[src/rtl/muldiv_unit.sv]
// muldiv_unit: multicycle shift-add multiplier and restoring divider sharing one 2*WIDTH datapath
module muldiv_unit #(
  parameter int WIDTH = 32
) (
  input  logic             clk,
  input  logic             reset,
  input  logic             start,
  input  logic [3:0]       ALUControl,
  input  logic [WIDTH-1:0] SrcA,
  input  logic [WIDTH-1:0] SrcB,
  output logic             busy,
  output logic             done,
  output logic [WIDTH-1:0] ResultLo,
  output logic [WIDTH-1:0] ResultHi,
  output logic             N,
  output logic             Z,
  output logic             longOp,
  output logic             divZero
);
  localparam int CW = $clog2(WIDTH);
  localparam logic [1:0] OP_MUL = 2'b00, OP_SMUL = 2'b01, OP_UMUL = 2'b10, OP_DIV = 2'b11;
  typedef enum logic [1:0] {IDLE, CALC, FIX, DONE} state_t;
  state_t           state_q, state_d;
  logic [1:0]       op_q, op_d;
  logic [WIDTH-1:0] a_q, a_d, b_q, b_d;
  logic [2*WIDTH-1:0] p_q, p_d;
  logic             neg_q, neg_d;
  logic [CW-1:0]    cnt_q, cnt_d;
  logic [WIDTH-1:0] lo_q, lo_d, hi_q, hi_d;
  logic             n_q, n_d, z_q, z_d, long_q, long_d, dz_q, dz_d;
  logic             legal, smul_req;
  logic [WIDTH:0]   mul_sum, div_diff;
  logic [2*WIDTH:0] div_sh;
  logic [2*WIDTH-1:0] mul_nx, div_nx, fin;
  logic             by_zero;
  // ALUControl 01xx is the multiply class; low two bits select the op
  assign legal    = ALUControl[3:2] == 2'b01;
  assign smul_req = ALUControl[1:0] == OP_SMUL;
  // multiplier step: add multiplicand into the high half when the multiplier LSB is set, shift right
  assign mul_sum  = {1'b0, p_q[2*WIDTH-1:WIDTH]} + (p_q[0] ? {1'b0, a_q} : '0);
  assign mul_nx   = {mul_sum, p_q[WIDTH-1:1]};
  // divider step: shift remainder:quotient left, trial-subtract divisor, keep on no borrow
  assign div_sh   = {p_q, 1'b0};
  assign div_diff = div_sh[2*WIDTH:WIDTH] - {1'b0, b_q};
  assign div_nx   = div_diff[WIDTH] ? div_sh[2*WIDTH-1:0] : {div_diff[WIDTH-1:0], div_sh[WIDTH-1:1], 1'b1};
  // sign correction for SMUL and the divide-by-zero override both resolve in FIX
  assign fin      = (op_q == OP_SMUL && neg_q) ? -p_q : p_q;
  assign by_zero  = op_q == OP_DIV && b_q == '0;
  assign busy     = state_q != IDLE;
  assign done     = state_q == DONE;
  assign ResultLo = lo_q;
  assign ResultHi = hi_q;
  assign N        = n_q;
  assign Z        = z_q;
  assign longOp   = long_q;
  assign divZero  = dz_q;
  // next-state, datapath iteration and result/flag update
  always_comb begin
    state_d = state_q;
    op_d    = op_q;
    a_d     = a_q;
    b_d     = b_q;
    p_d     = p_q;
    neg_d   = neg_q;
    cnt_d   = cnt_q;
    lo_d    = lo_q;
    hi_d    = hi_q;
    n_d     = n_q;
    z_d     = z_q;
    long_d  = long_q;
    dz_d    = dz_q;
    case (state_q)
      IDLE: if (start && legal) begin
        state_d = CALC;
        op_d    = ALUControl[1:0];
        a_d     = (smul_req && SrcA[WIDTH-1]) ? -SrcA : SrcA;
        b_d     = (smul_req && SrcB[WIDTH-1]) ? -SrcB : SrcB;
        neg_d   = smul_req && (SrcA[WIDTH-1] ^ SrcB[WIDTH-1]);
        p_d     = ALUControl[1:0] == OP_DIV ? {{WIDTH{1'b0}}, SrcA}
                : {{WIDTH{1'b0}}, (smul_req && SrcB[WIDTH-1]) ? -SrcB : SrcB};
        cnt_d   = CW'(WIDTH - 1);
      end
      CALC: begin
        p_d     = op_q == OP_DIV ? div_nx : mul_nx;
        cnt_d   = cnt_q == '0 ? '0 : cnt_q - CW'(1);
        state_d = cnt_q == '0 ? FIX : CALC;
      end
      FIX: begin
        state_d = DONE;
        lo_d    = by_zero ? '0 : fin[WIDTH-1:0];
        hi_d    = by_zero ? a_q : fin[2*WIDTH-1:WIDTH];
        long_d  = op_q == OP_UMUL || op_q == OP_SMUL;
        dz_d    = by_zero;
        n_d     = long_d ? hi_d[WIDTH-1] : lo_d[WIDTH-1];
        z_d     = long_d ? {hi_d, lo_d} == '0 : lo_d == '0;
      end
      default: state_d = IDLE;
    endcase
  end
  // state and datapath registers, async clear
  always_ff @(posedge clk or posedge reset) begin
    if (reset) begin
      state_q <= IDLE;
      op_q    <= '0;
      a_q     <= '0;
      b_q     <= '0;
      p_q     <= '0;
      neg_q   <= 1'b0;
      cnt_q   <= '0;
      lo_q    <= '0;
      hi_q    <= '0;
      n_q     <= 1'b0;
      z_q     <= 1'b0;
      long_q  <= 1'b0;
      dz_q    <= 1'b0;
    end else begin
      state_q <= state_d;
      op_q    <= op_d;
      a_q     <= a_d;
      b_q     <= b_d;
      p_q     <= p_d;
      neg_q   <= neg_d;
      cnt_q   <= cnt_d;
      lo_q    <= lo_d;
      hi_q    <= hi_d;
      n_q     <= n_d;
      z_q     <= z_d;
      long_q  <= long_d;
      dz_q    <= dz_d;
    end
  end
endmodule

[config.mk]
export PLATFORM = sky130hd
export DESIGN_NAME = muldiv_unit
export DESIGN_NICKNAME = d
export VERILOG_FILES = /design/src/rtl/muldiv_unit.sv
export SDC_FILE = /design/constraint.sdc
export NUM_CORES = 1
export LEC_CHECK = 0
export ABC_CLOCK_PERIOD_IN_PS = 19000
export CAP_MARGIN = 0
export CELL_PAD_IN_SITES_DETAIL_PLACEMENT = 0
export CELL_PAD_IN_SITES_GLOBAL_PLACEMENT = 1
export CORE_MARGIN = 10
export CORE_UTILIZATION = 45
export DETAILED_ROUTE_END_ITERATION = 16
export PLACE_DENSITY_LB_ADDON = 0.12
export SLEW_MARGIN = 25
export SYNTH_ARGS = -nofsm -noshare
export SYNTH_HDL_FRONTEND = slang
export SYNTH_SLANG_ARGS = --single-unit
[constraint.sdc]
create_clock -name clk -period 19 [get_ports clk]
set_input_delay 3.8 -clock clk [delete_from_list [all_inputs] [get_ports clk]]
set_output_delay 3.8 -clock clk [all_outputs]
set_load 0.05 [all_outputs]
==> results by stage <==
Status:
- The run finished with clean final reports.

CTS:
- The clock reaches the later pin of the worst-skew pair after ~0.56 ns.
- The post-cts repair resize count is 0.
- The count of H-tree levels built during CTS is 1.
- The buffer count from post-CTS setup fixing is 0.
- The root buffer selected by CTS is sky130_fd_sc_hd__clkbuf_16.
- TritonCTS built the clock tree.
- The buffer levels on the longest clock path is 3.
- The clock transition at the register clock pins on the worst setup and hold paths after CTS is ~0.060 ns.
- The clock buffer count from CTS is 25.
- Buffers inserted to repair hold after CTS numbered 0.
- The clock drives roughly 210 sinks.

Yosys:
- Of the total synthesized cell area, the portion taken by AND, OR, NAND and NOR gates is 0.1963.
- Sorting the synthesized cells by area gives the leading types as sky130_fd_sc_hd__dfrtp_1 32%, sky130_fd_sc_hd__o21ai_0 6.3%, sky130_fd_sc_hd__nand2_1 5.6%.
- The most instantiated flip-flop cell in the synthesis netlist is sky130_fd_sc_hd__dfrtp_1.
- The adder and majority gate portion of the synthesized area is 0.05692.
- The proportion of synthesized flip-flops having asynchronous set or reset is 1.000.
- The portion of synthesized cell area occupied by the leading cell type is 0.3204.
- Yosys mapped a number of flops with a built-in enable equal to 0.
- The count of distinct cell types in the synthesized netlist is 80.
- Of the synthesized area, sequential elements account for 0.3204.
- In the post-synthesis netlist, the cell with the most instances is sky130_fd_sc_hd__nand2_1.
- By area, the combinational part of the netlist is dominated by compound AO/OA/AOI/OAI gates.
- Of the total synthesized cell area, the portion taken by XOR and XNOR cells is 0.09308.
- The net count of the mapped netlist is roughly 2100.
- The Yosys step of the flow raised 0 warnings.
- The total standard cell area after synthesis is around 0.016 mm².
- Synthesis handed over a netlist of 1995 instances.
- Summed over all instances, the cell type with the most area after synthesis is sky130_fd_sc_hd__dfrtp_1.
- Averaged over all synthesized cells, the footprint is 8.065 µm².
- Ranked by instance count, the synthesized netlist is headed by 238 x sky130_fd_sc_hd__nand2_1, 206 x sky130_fd_sc_hd__dfrtp_1, 202 x sky130_fd_sc_hd__o21ai_0.
- The compound-cell area share of the yosys netlist is 0.2419.
- The multiplexer area fraction after synthesis is 0.04277.
- In this run, synthesis produced a sequential element count of about 210.

Pwr:
- Internal power comes to about 1.8 mW.
- Dividing total power by cell area gives a power density of roughly 200 mW/mm².
- For this design the static power due to leakage is slightly below 8 nW.
- The completed layout was analyzed and its total power is between 3 and 4 mW.
- Of the total power, registers draw 0.266.
- Of the total power, combinational logic draws 0.594.
- IR analysis of the VDD net gives a maximum drop of just over 100 µV.
- Of the total power, the share spent switching nets is 0.5088.
- In this run the power spent charging and discharging nets is 1.857 mW.
- The clock power share is 0.140.

Final layout:
- The final design instance area without fill is 0.01865 mm².
- The multi-input combinational cells in the finished layout cover a total of slightly above 0.01 mm².
- The final core utilization is 0.5270.
- The filler-free cell count of the finished design is 2531.
- The area occupied by registers is between 0.005 and 0.006 mm².
- Counting the fill cells in the layout gives roughly 3500.
- The fraction of layout cells with a size suffix above 1 is 0.05172.
- For this run, the post-layout net count is ~2200.
- From synthesis to final layout, the design area changed by 15.93%.

Critical path:
- The capturing element type of the critical path is a flip-flop.
- The arrival time at the worst endpoint is a little under 7 ns.
- The nature of the critical path startpoint is a primary input.
- At the worst endpoint, the required time is a little under 20 ns.
- Along the worst path, the maximum fanout reaches 5.
- The worst setup path is of the primary input to flip-flop kind.

STA:
- Across all hold checks on the routed design, the worst slack comes to approximately 0.48 ns.
- The upper clock frequency limit is 154.2 MHz.
- At the pin with the least slew margin, the transition time is 1.026 ns.
- The final max-slew violation count is 0.
- For the finished layout, the period the worst path requires is 6.486 ns.
- The number of hold violations in the final report came to 0.
- Setup violations remaining at the end of the flow were counted as 0.
- Once routing completed, OpenROAD measured the worst setup slack at 12.51 ns.
- Headroom to the max-slew limit came out at 0.3159.
- The part of the cycle the worst path needs is 0.3414.
- Setup repair after global routing left no endpoint under its margin.
- Adding up every negative setup slack in the final design gives 0 ns.
- The worst clock skew on the final layout is approximately 0.034 ns.

Floorplan:
- The floorplan step defined a die boundary enclosing 0.04372 mm².
- For this configuration, the core starts out at a cell density of 0.4546.
- In this run the horizontal extent of the chip is between 200 and 250 µm.
- Measured along the y axis, the die boundary spans 209.1 µm.
- In this run the count of I/O pins placed on the die edge is approximately 140.
- The floorplan has between 60 and 70 rows.
- The core outline area is around 0.035 mm².

Flow run:
- The max-cap check violation count is 0.

Route:
- The routed design has between 50 and 60 mm of wire.
- The number of nets with antenna violations after detailed routing is 0.
- Summing over every cut layer, the via total after detailed routing is roughly 15000.
- The routed wirelength normalized by instance count is 22.98 µm.
- In this run, the number of DRC markers left after iteration 0 of detailed routing was between 1500 and 2000.
- The total DRC errors in the routed layout is 0.
- The vias per cell is between 6 and 7.
- Before antenna repair, the detailed router went through 6 iterations.

Placed design:
- The count of input and output buffers is 140.
- Routability-driven placement finished with a final weighted congestion of approximately 0.94.
- The total cell area at the placement stage is between 0.015 and 0.02 mm².
- The post-detailed-placement half-perimeter wirelength is 44.41 mm.
- The worst slack at placement is 11.95 ns.
- The cell total after placement is ~2500.

Global route:
- The first-pass GRT wire length is just under 90 mm.
- The all-layer global routing usage is 0.2550.
- The total grt overflow is 0.
- The maximum number of pins on one net before global-route repair is roughly 110.
- The number of global-route vias before repair is ~15000.
- The number of antenna violations at the first check in global routing is 0.

Worst hold path:
- The worst hold path belongs to the class flip-flop to flip-flop.
## kinds of logic (layout without fill, tap and decap cells)
family,after synthesis,in the layout
DFF,206,206
buffers and inverters,203,277
muxes,68,68
adders and majority gates,72,72
and+or+nand+nor,649,649
other,0,1
AOI/OAI and AO/OA,626,626
xor gates and xnor gates,171,171
## state kept, by name, summed over array words and instances, names as in the netlist, 2 cells and up
| register | count |
|---|---|
| ResultHi | 32 |
| ResultLo | 32 |
| a_q | 32 |
| b_q | 32 |
| cnt_q | 5 |
| op_q | 2 |
| p_q | 64 |
| state_q | 2 |
## power groups by stage
stage / combinational, mW / sequential (mW) / clock (mW)
3_3_place_gp: 2.12 / 0.962 / 0
2_1_floorplan: 1.46 / 0.976 / 0
4_1_cts: 2.15 / 0.958 / 0.520
5_1_grt: 2.38 / 0.990 / 0.533
3_5_place_dp: 2.14 / 0.966 / 0
6_report: 2.17 / 0.970 / 0.512
## area by class of cell
class | count | share of cell area
tap | 461 | 0.03092
sequential | 206 | 0.2763
inverter | 73 | 0.01509
antenna | 1 | 0.0001341
clock buffer | 32 | 0.03763
timing repair buffer | 161 | 0.08445
multi-input combinational | 1586 | 0.5468
clock inverter | 11 | 0.008653
## critical path: stages
cell and delay, ns:
sky130_fd_sc_hd__clkdlybuf4s50_1 0.52, sky130_fd_sc_hd__or4_1 0.61, sky130_fd_sc_hd__nor4_1 0.37, sky130_fd_sc_hd__nand3b_1 0.23, sky130_fd_sc_hd__or3_1 0.38, sky130_fd_sc_hd__or2_2 0.37, sky130_fd_sc_hd__o41ai_1 0.33, sky130_fd_sc_hd__xor2_1 0.17
sky130_fd_sc_hd__o21ai_0 0.09
## worst paths after layout
kind,slack (ns),endpoint,start,cells past startpoint
min in group asynchronous,3.69,ResultLo[15]$_DFFE_PP0P_,reset,2
min reg2reg,0.48,ResultHi[7]$_DFFE_PP0P_,ResultHi[7]$_DFFE_PP0P_,2
min,0.48,ResultHi[7]$_DFFE_PP0P_,ResultHi[7]$_DFFE_PP0P_,2
max,12.51,a_q[25]$_DFFE_PP0P_,SrcA[10],9
max reg2reg,14.20,p_q[36]$_DFFE_PP0P_,p_q[31]$_DFFE_PP0P_,15
max in group asynchronous,14.01,a_q[16]$_DFFE_PP0P_,reset,3
## per-layer routing
layer	part of all wire	vias up	GRT usage
li1	-	7309	-
met3	0.071	71	0.04503
met1	0.47	7386	0.3698
met5	0	-	0
met4	0.023	0	0.06202
met2	0.43	551	0.3828
## cell usage in the layout (no fill, tap or decap), drive strengths merged, types with 7 or more instances in the layout
master / n
or4: 16
nand4: 11
nand3b: 10
clkbuf: 32
clkdlybuf4s50: 140
a211oi: 56
a22o: 7
nand3: 25
nor4: 30
a31oi: 38
o21ai: 208
mux2i: 62
o21bai: 10
inv: 74
dfrtp: 206
nor2: 154
nand2: 238
o31ai: 37
nand2b: 11
ha: 70
a221oi: 8
nor2b: 11
a41oi: 9
o21a: 7
xnor2: 87
o41ai: 11
buf: 21
a22oi: 23
xor2: 84
nor3: 52
and2: 43
and3: 18
or3: 10
a21o: 19
a21oi: 142
Note: power is estimated with default switching activity, not from simulation.
